<file path="src/rtl/rr_arb4_pkg.sv">
// Shared types, constants and the round-robin winner search for the rr_arb4 arbiter.
package arb_pkg;

  localparam int N_REQ = 4;
  localparam int IDX_W = 2;

  typedef enum logic [0:0] {
    IDLE  = 1'b0,
    GRANT = 1'b1
  } arb_state_e;

  typedef struct packed {
    logic             found;
    logic [IDX_W-1:0] idx;
  } rr_pick_t;

  // Scans last+1, last+2, ... last+N_REQ (wrapping), so 'last' itself has lowest priority.
  function automatic rr_pick_t rr_next(input logic [N_REQ-1:0] req,
                                       input logic [IDX_W-1:0] last);
    rr_pick_t         pick_v;
    logic [IDX_W-1:0] cand_v;
    pick_v.found = 1'b0;
    pick_v.idx   = last;
    for (int i = 1; i <= N_REQ; i++) begin
      cand_v = last + IDX_W'(i);
      if (!pick_v.found && req[cand_v]) begin
        pick_v.found = 1'b1;
        pick_v.idx   = cand_v;
      end
    end
    return pick_v;
  endfunction

endpackage

</file>
<file path="src/rtl/rr_arb4_if.sv">
// Request/grant bundle between the requesting units (master) and the arbiter (slave).
interface rr_arb4_if #(
  parameter int CNT_W = 8
);
  import arb_pkg::*;

  logic             en;
  logic [N_REQ-1:0] req;
`ifdef RR_LOCK_EN
  logic             lock;
`endif
  logic [N_REQ-1:0] gnt;
  logic [IDX_W-1:0] gnt_idx;
  logic             gnt_vld;
  logic [CNT_W-1:0] hold_cnt;

  modport master (
    output en, req,
`ifdef RR_LOCK_EN
    output lock,
`endif
    input  gnt, gnt_idx, gnt_vld, hold_cnt
  );

  modport slave (
    input  en, req,
`ifdef RR_LOCK_EN
    input  lock,
`endif
    output gnt, gnt_idx, gnt_vld, hold_cnt
  );

endinterface

</file>
<file path="src/rtl/rr_arb4_dec2to4_en.sv">
// 2-to-4 decoder with enable; output is one-hot when enabled, all zero otherwise.
module dec2to4_en
  import arb_pkg::*;
(
  input  logic [IDX_W-1:0] idx,
  input  logic             en,
  output logic [N_REQ-1:0] y
);

  // One-hot decode gated by enable
  always_comb begin
    y = 4'b0000;
    if (en) begin
      case (idx)
        2'd0:    y = 4'b0001;
        2'd1:    y = 4'b0010;
        2'd2:    y = 4'b0100;
        2'd3:    y = 4'b1000;
        default: y = 4'b0000;
      endcase
    end else begin
      y = 4'b0000;
    end
  end

endmodule

</file>
<file path="src/rtl/rr_arb4.sv">
// Four-requester round-robin arbiter with hold-limit preemption and a decoded one-hot grant.
// Optional macro RR_LOCK_EN adds a lock input that suppresses preemption while set.
module rr_arb4
  import arb_pkg::*;
#(
  parameter int MAX_HOLD = 8,
  parameter int CNT_W    = 8
) (
  input  logic       clk,
  input  logic       rst_n,
  rr_arb4_if.slave   bus
);

  localparam logic [CNT_W-1:0] HOLD_LAST = CNT_W'(MAX_HOLD - 1);

  arb_state_e       state_r,    state_s;
  logic [IDX_W-1:0] gnt_idx_r,  gnt_idx_s;
  logic             gnt_vld_r,  gnt_vld_s;
  logic [IDX_W-1:0] last_idx_r, last_idx_s;
  logic [CNT_W-1:0] hold_cnt_r, hold_cnt_s;

  logic [N_REQ-1:0] others_s;
  logic             own_req_s;
  logic             lock_s;
  rr_pick_t         pick_any_s;
  rr_pick_t         pick_oth_s;
  logic [N_REQ-1:0] gnt_s;

`ifdef RR_LOCK_EN
  assign lock_s = bus.lock;
`else
  assign lock_s = 1'b0;
`endif

  // Masking the owner keeps a preempted owner from winning its own rotation.
  assign own_req_s  = bus.req[gnt_idx_r];
  assign others_s   = bus.req & ~(N_REQ'(1) << gnt_idx_r);
  assign pick_any_s = rr_next(bus.req, last_idx_r);
  assign pick_oth_s = rr_next(others_s, last_idx_r);

  // Arbitration state register and grant bookkeeping
  always_ff @(posedge clk or negedge rst_n) begin
    if (!rst_n) begin
      state_r    <= IDLE;
      gnt_idx_r  <= 2'd0;
      gnt_vld_r  <= 1'b0;
      last_idx_r <= 2'd3;
      hold_cnt_r <= '0;
    end else begin
      state_r    <= state_s;
      gnt_idx_r  <= gnt_idx_s;
      gnt_vld_r  <= gnt_vld_s;
      last_idx_r <= last_idx_s;
      hold_cnt_r <= hold_cnt_s;
    end
  end

  // Next-state: grant, release, preemption, hold counting and disable
  always_comb begin
    state_s    = state_r;
    gnt_idx_s  = gnt_idx_r;
    gnt_vld_s  = gnt_vld_r;
    last_idx_s = last_idx_r;
    hold_cnt_s = hold_cnt_r;
    case (state_r)
      IDLE: begin
        if (!bus.en) begin
          gnt_vld_s  = 1'b0;
          hold_cnt_s = '0;
        end else if (pick_any_s.found) begin
          state_s    = GRANT;
          gnt_idx_s  = pick_any_s.idx;
          gnt_vld_s  = 1'b1;
          last_idx_s = pick_any_s.idx;
          hold_cnt_s = '0;
        end else begin
          gnt_vld_s  = 1'b0;
        end
      end
      GRANT: begin
        if (!bus.en) begin
          state_s    = IDLE;
          gnt_vld_s  = 1'b0;
          hold_cnt_s = '0;
        end else if (!own_req_s) begin
          if (pick_oth_s.found) begin
            gnt_idx_s  = pick_oth_s.idx;
            last_idx_s = pick_oth_s.idx;
            hold_cnt_s = '0;
          end else begin
            state_s    = IDLE;
            gnt_vld_s  = 1'b0;
            hold_cnt_s = '0;
          end
        end else if ((hold_cnt_r == HOLD_LAST) && pick_oth_s.found && !lock_s) begin
          gnt_idx_s  = pick_oth_s.idx;
          last_idx_s = pick_oth_s.idx;
          hold_cnt_s = '0;
        end else if (hold_cnt_r != HOLD_LAST) begin
          hold_cnt_s = hold_cnt_r + CNT_W'(1);
        end else begin
          hold_cnt_s = hold_cnt_r;
        end
      end
      default: begin
        state_s    = IDLE;
        gnt_vld_s  = 1'b0;
        hold_cnt_s = '0;
      end
    endcase
  end

  dec2to4_en u_dec (
    .idx (gnt_idx_r),
    .en  (gnt_vld_r),
    .y   (gnt_s)
  );

  assign bus.gnt      = gnt_s;
  assign bus.gnt_idx  = gnt_idx_r;
  assign bus.gnt_vld  = gnt_vld_r;
  assign bus.hold_cnt = hold_cnt_r;

endmodule
</file>
<file path="src/flat_wrapper.sv">
// flat-port wrapper written by rule: the top's interface ports become plain ports
module rr_arb4_flat import arb_pkg::*;
#(
  parameter int MAX_HOLD = 8,
  parameter int CNT_W    = 8
)
  (clk, rst_n, bus_en, bus_req, bus_gnt, bus_gnt_idx, bus_gnt_vld, bus_hold_cnt);
  rr_arb4_if #(.CNT_W(CNT_W)) bus_i ();
  input  logic clk;
  input  logic rst_n;
  input wire logic [$bits(bus_i.en)-1:0] bus_en;
  input wire logic [$bits(bus_i.req)-1:0] bus_req;
  output wire logic [$bits(bus_i.gnt)-1:0] bus_gnt;
  output wire logic [$bits(bus_i.gnt_idx)-1:0] bus_gnt_idx;
  output wire logic [$bits(bus_i.gnt_vld)-1:0] bus_gnt_vld;
  output wire logic [$bits(bus_i.hold_cnt)-1:0] bus_hold_cnt;
  assign bus_i.en = bus_en;
  assign bus_i.req = bus_req;
  assign bus_gnt = bus_i.gnt;
  assign bus_gnt_idx = bus_i.gnt_idx;
  assign bus_gnt_vld = bus_i.gnt_vld;
  assign bus_hold_cnt = bus_i.hold_cnt;
  rr_arb4 #(.MAX_HOLD(MAX_HOLD), .CNT_W(CNT_W)) u_core (.clk(clk), .rst_n(rst_n), .bus(bus_i));
endmodule
</file>
<file path="config.mk">
export PLATFORM = sky130hd
export DESIGN_NAME = rr_arb4_flat
export DESIGN_NICKNAME = d
export VERILOG_FILES = /design/src/rtl/rr_arb4_pkg.sv /design/src/rtl/rr_arb4_if.sv /design/src/rtl/rr_arb4_dec2to4_en.sv /design/src/rtl/rr_arb4.sv /design/src/flat_wrapper.sv
export SDC_FILE = /design/constraint.sdc
export NUM_CORES = 1
export LEC_CHECK = 0
export CAP_MARGIN = 10
export CELL_PAD_IN_SITES_DETAIL_PLACEMENT = 0
export CELL_PAD_IN_SITES_GLOBAL_PLACEMENT = 1
export CORE_AREA = 2 2 63 65
export DETAILED_ROUTE_END_ITERATION = 10
export DIE_AREA = 0 0 65 67
export PLACE_DENSITY_LB_ADDON = 0.1
export SLEW_MARGIN = 10
export SYNTH_ARGS = -nofsm -noshare
export SYNTH_HDL_FRONTEND = slang
export SYNTH_SLANG_ARGS = --single-unit
export TNS_END_PERCENT = 30
</file>
<file path="constraint.sdc">
create_clock -name clk -period 1.8 [get_ports clk]
set_clock_uncertainty 0.2 [all_clocks]
set_input_delay 0.36 -clock clk [delete_from_list [all_inputs] [get_ports clk]]
set_output_delay 0.36 -clock clk [all_outputs]
set_load 0.03 [all_outputs]
</file>
==> results_dict.tcl <==
set metrics [dict create \
    drc 0 \
    relSlewSlack 0.7880 \
    synth_most_common_cell "dfrtp_1" \
    comb_power_share 0.623 \
    endpoint_kind "flip-flop" \
    min_period_over_period 1.101 \
    die_w_microns 65 \
    dieArea_sq_um 4355 \
    cp_slowest_cell "mux4_2" \
    crit_path_max_incr_delay_ns 0.59 \
    yosys_most_used_dff "dfrtp_1" \
    grt_pass1_wl_mm 6.279 \
    ys_top_cells_by_count "dfrtp_1, inv_1, nor2_1, o21ai_0" \
    drt-initial-drc-count 149 \
    grt_overflow 0 \
    sw_frac_of_total 0.4095 \
    die-height_microns 67 \
    start_util 0.3501 \
    synth-edff-count 0 \
    insertion_delay_ns 0.25 \
    numCtsBuffers 3 \
    critPathRequiredTime_ns 1.74 \
    powerDensity_nw_per_um2 1066 \
    grtUsageTotal 0.1879 \
    status "complete, but fails checks" \
    finalCriticalPeriod_ns 1.982 \
    ys_async_sr_fraction 1.000 \
    clock_sinks 14 \
    netlist_area_sq_um 1262 \
    vdd_drop_max_uv 706.0 \
    drv_cap 0 \
    grt_max_degree 15 \
    finalHoldViolations 0 \
    ys_ff_latch 14 \
    violations "setup timing" \
    fin_util 0.5711 \
    p_int_mw 1.296 \
    dp_hpwl_mm 2.726 \
    post-place-ws_ns -0.6456 \
    p_leak_nw 0.9053 \
    power_frac_seq 0.234 \
    grt_pass1_vias 1300 \
    synth_area_leaders "dfrtp_1, dfstp_2, o21ai_0, o211ai_1, clkbuf_8" \
    core-area_sq_um 3606 \
    cp-start-kind "flip-flop" \
    place_congestion 0.8134 \
    yosysUniqueCellTypes 51 \
    nets 213 \
    avgSynthCellArea_sq_um 9.018 \
    slew_viol_final 0 \
    holdCritPathClass "in2async" \
    std_cell_rows 22 \
    vias_per_cell 5.214 \
    drive_above_1_share 0.4951 \
    htree_levels 1 \
    rsz0062_at_grt "true" \
    grt_antenna_before_repair 0 \
    clk_pin_slew_ns 0.06 \
    critPathKind "reg2reg" \
    wl_per_cell_microns 14.96 \
    antenna_cells 0 \
    cts_tree "yes" \
    dr.pass1.iters 4 \
    synth_top_area_cell "dfrtp_1" \
    worstPathCellList "mux4_2, nand4_4, a211oi_4, o21ai_4, mux2_4" \
    ios 22 \
    clockPowerShare 0.143 \
    worst_slack_ns -0.1823 \
    drtAntennaViolNets 0 \
    finalSetupViolCount 16 \
    seq_area_frac_synth 0.2795 \
    netlist_instances 140 \
    setup-tns-final_ns -1.591 \
    worst_slew_pin_slew_ns 0.3156 \
    ys_warn_count 0 \
    crit_fanout 3 \
    hold_buffers 0 \
    arrival_ns 1.92 \
    area_delta_synth_final_pct 63.13 \
    p_switching_uw 898.9 \
    routed_wl_mm 3.769 \
    syn-num-nets 148 \
    root_buffer "clkbuf_8" \
    fmax_ghz 0.5045 \
    synth_top_area_share 0.2379 \
    port_buffers 21 \
    vias 1314 \
    clk_path_buf_depth 2 \
]
## state kept, by name, summed over array words and instances, names as in the netlist
name	count
u_core.bus.gnt_vld	1
u_core.bus.hold_cnt	8
u_core.state_r	1
u_core.last_idx_r	2
u_core.bus.gnt_idx	2
## worst paths after layout
check                                 startpoint                     end  slack [ns]  depth (start not counted)
setup / recovery           u_core.bus.gnt_idx[1]  u_core.bus.hold_cnt[0]       -0.18                          5
hold / removal                             rst_n  u_core.bus.hold_cnt[4]        0.22                          2
setup reg to reg           u_core.bus.gnt_idx[1]  u_core.bus.hold_cnt[0]       -0.18                          5
hold reg to reg               u_core.bus.gnt_vld      u_core.bus.gnt_vld        0.36                          1
max in group asynchronous                  rst_n    u_core.last_idx_r[0]        0.94                          2
min in group clk              u_core.bus.gnt_vld      u_core.bus.gnt_vld        0.36                          1
## area by class of cell
class	instances	area, sq um
Fill cell	331	1546
Timing Repair Buffer	69	578.1
Inverter	10	40.04
Tap cell	48	60.06
Clock buffer	4	55.05
Multi-Input combinational cell	107	967.2
Sequential cell	14	359.1
## critical path, delay by kind of cell (launching register included)
kind            cells  cell delay (ns)
compound gates      2             0.24
simple gates        1             0.10
flops               1             0.42
mux                 2             0.90
## cell families after synthesis
| kind of cell | Yosys count | synth area share |
|---|---|---|
| and+or+nand+nor | 50 | 0.2379 |
| buffers and inverters | 20 | 0.09613 |
| xor gates and xnor gates | 1 | 0.006939 |
| muxes | 8 | 0.08325 |
| AOI/OAI and AO/OA | 46 | 0.2864 |
| adders and majority gates | 1 | 0.009909 |
| DFF | 14 | 0.2795 |
## power groups by stage
stage	logic [mW]	registers, mW	clock network, mW
2_1_floorplan	0.623	0.510	0
3_3_place_gp	0.982	0.506	0
3_5_place_dp	1.00	0.506	0
4_1_cts	1.19	0.506	0.322
5_1_grt	1.45	0.526	0.334
6_report	1.37	0.514	0.314
## per-stage QoR
stage | instance area (sq um) | power [mW] | hold WS [ns] | instances
after global placement | 1737 | 1.488 | 0.3488 | 236
after CTS | 1958 | 2.017 | 0.2228 | 247
after floorplan | 1292 | 1.132 | -0.1356 | 140
after detailed placement | 1737 | 1.506 | 0.3619 | 236
final | 2059 | 2.195 | 0.2171 | 252
after global routing | 2059 | 2.315 | 0.2520 | 252
## what timing repair did
action	in CTS	in global routing
setup buffers	6	5
resized for setup	41	20
pin swaps	11	9
setup endpoints to repair	26	19
gates cloned	1	0
## routing by layer
layer,up-vias,share of wire,global-route usage
li1,649,-,-
met1,630,0.45,0.2358
met2,29,0.49,0.3312
met3,6,0.027,0.01858
met4,0,0.025,0.07181
met5,-,0,0
## layout by cell type (no fill, tap or decap), types with 3 or more instances in the layout
cell / instances
a21oi_1: 7
a31oi_1: 3
and3_1: 5
buf_4: 45
buf_6: 9
clkbuf_8: 4
dfrtp_1: 7
dfrtp_2: 5
dlygate4sd2_1: 9
inv_1: 9
mux2_4: 3
nand2_1: 6
nand2b_1: 5
nand3_1: 6
nor2_1: 10
o211ai_1: 6
o21ai_1: 4
o21ai_2: 4
(Power assumes the default switching activity.)
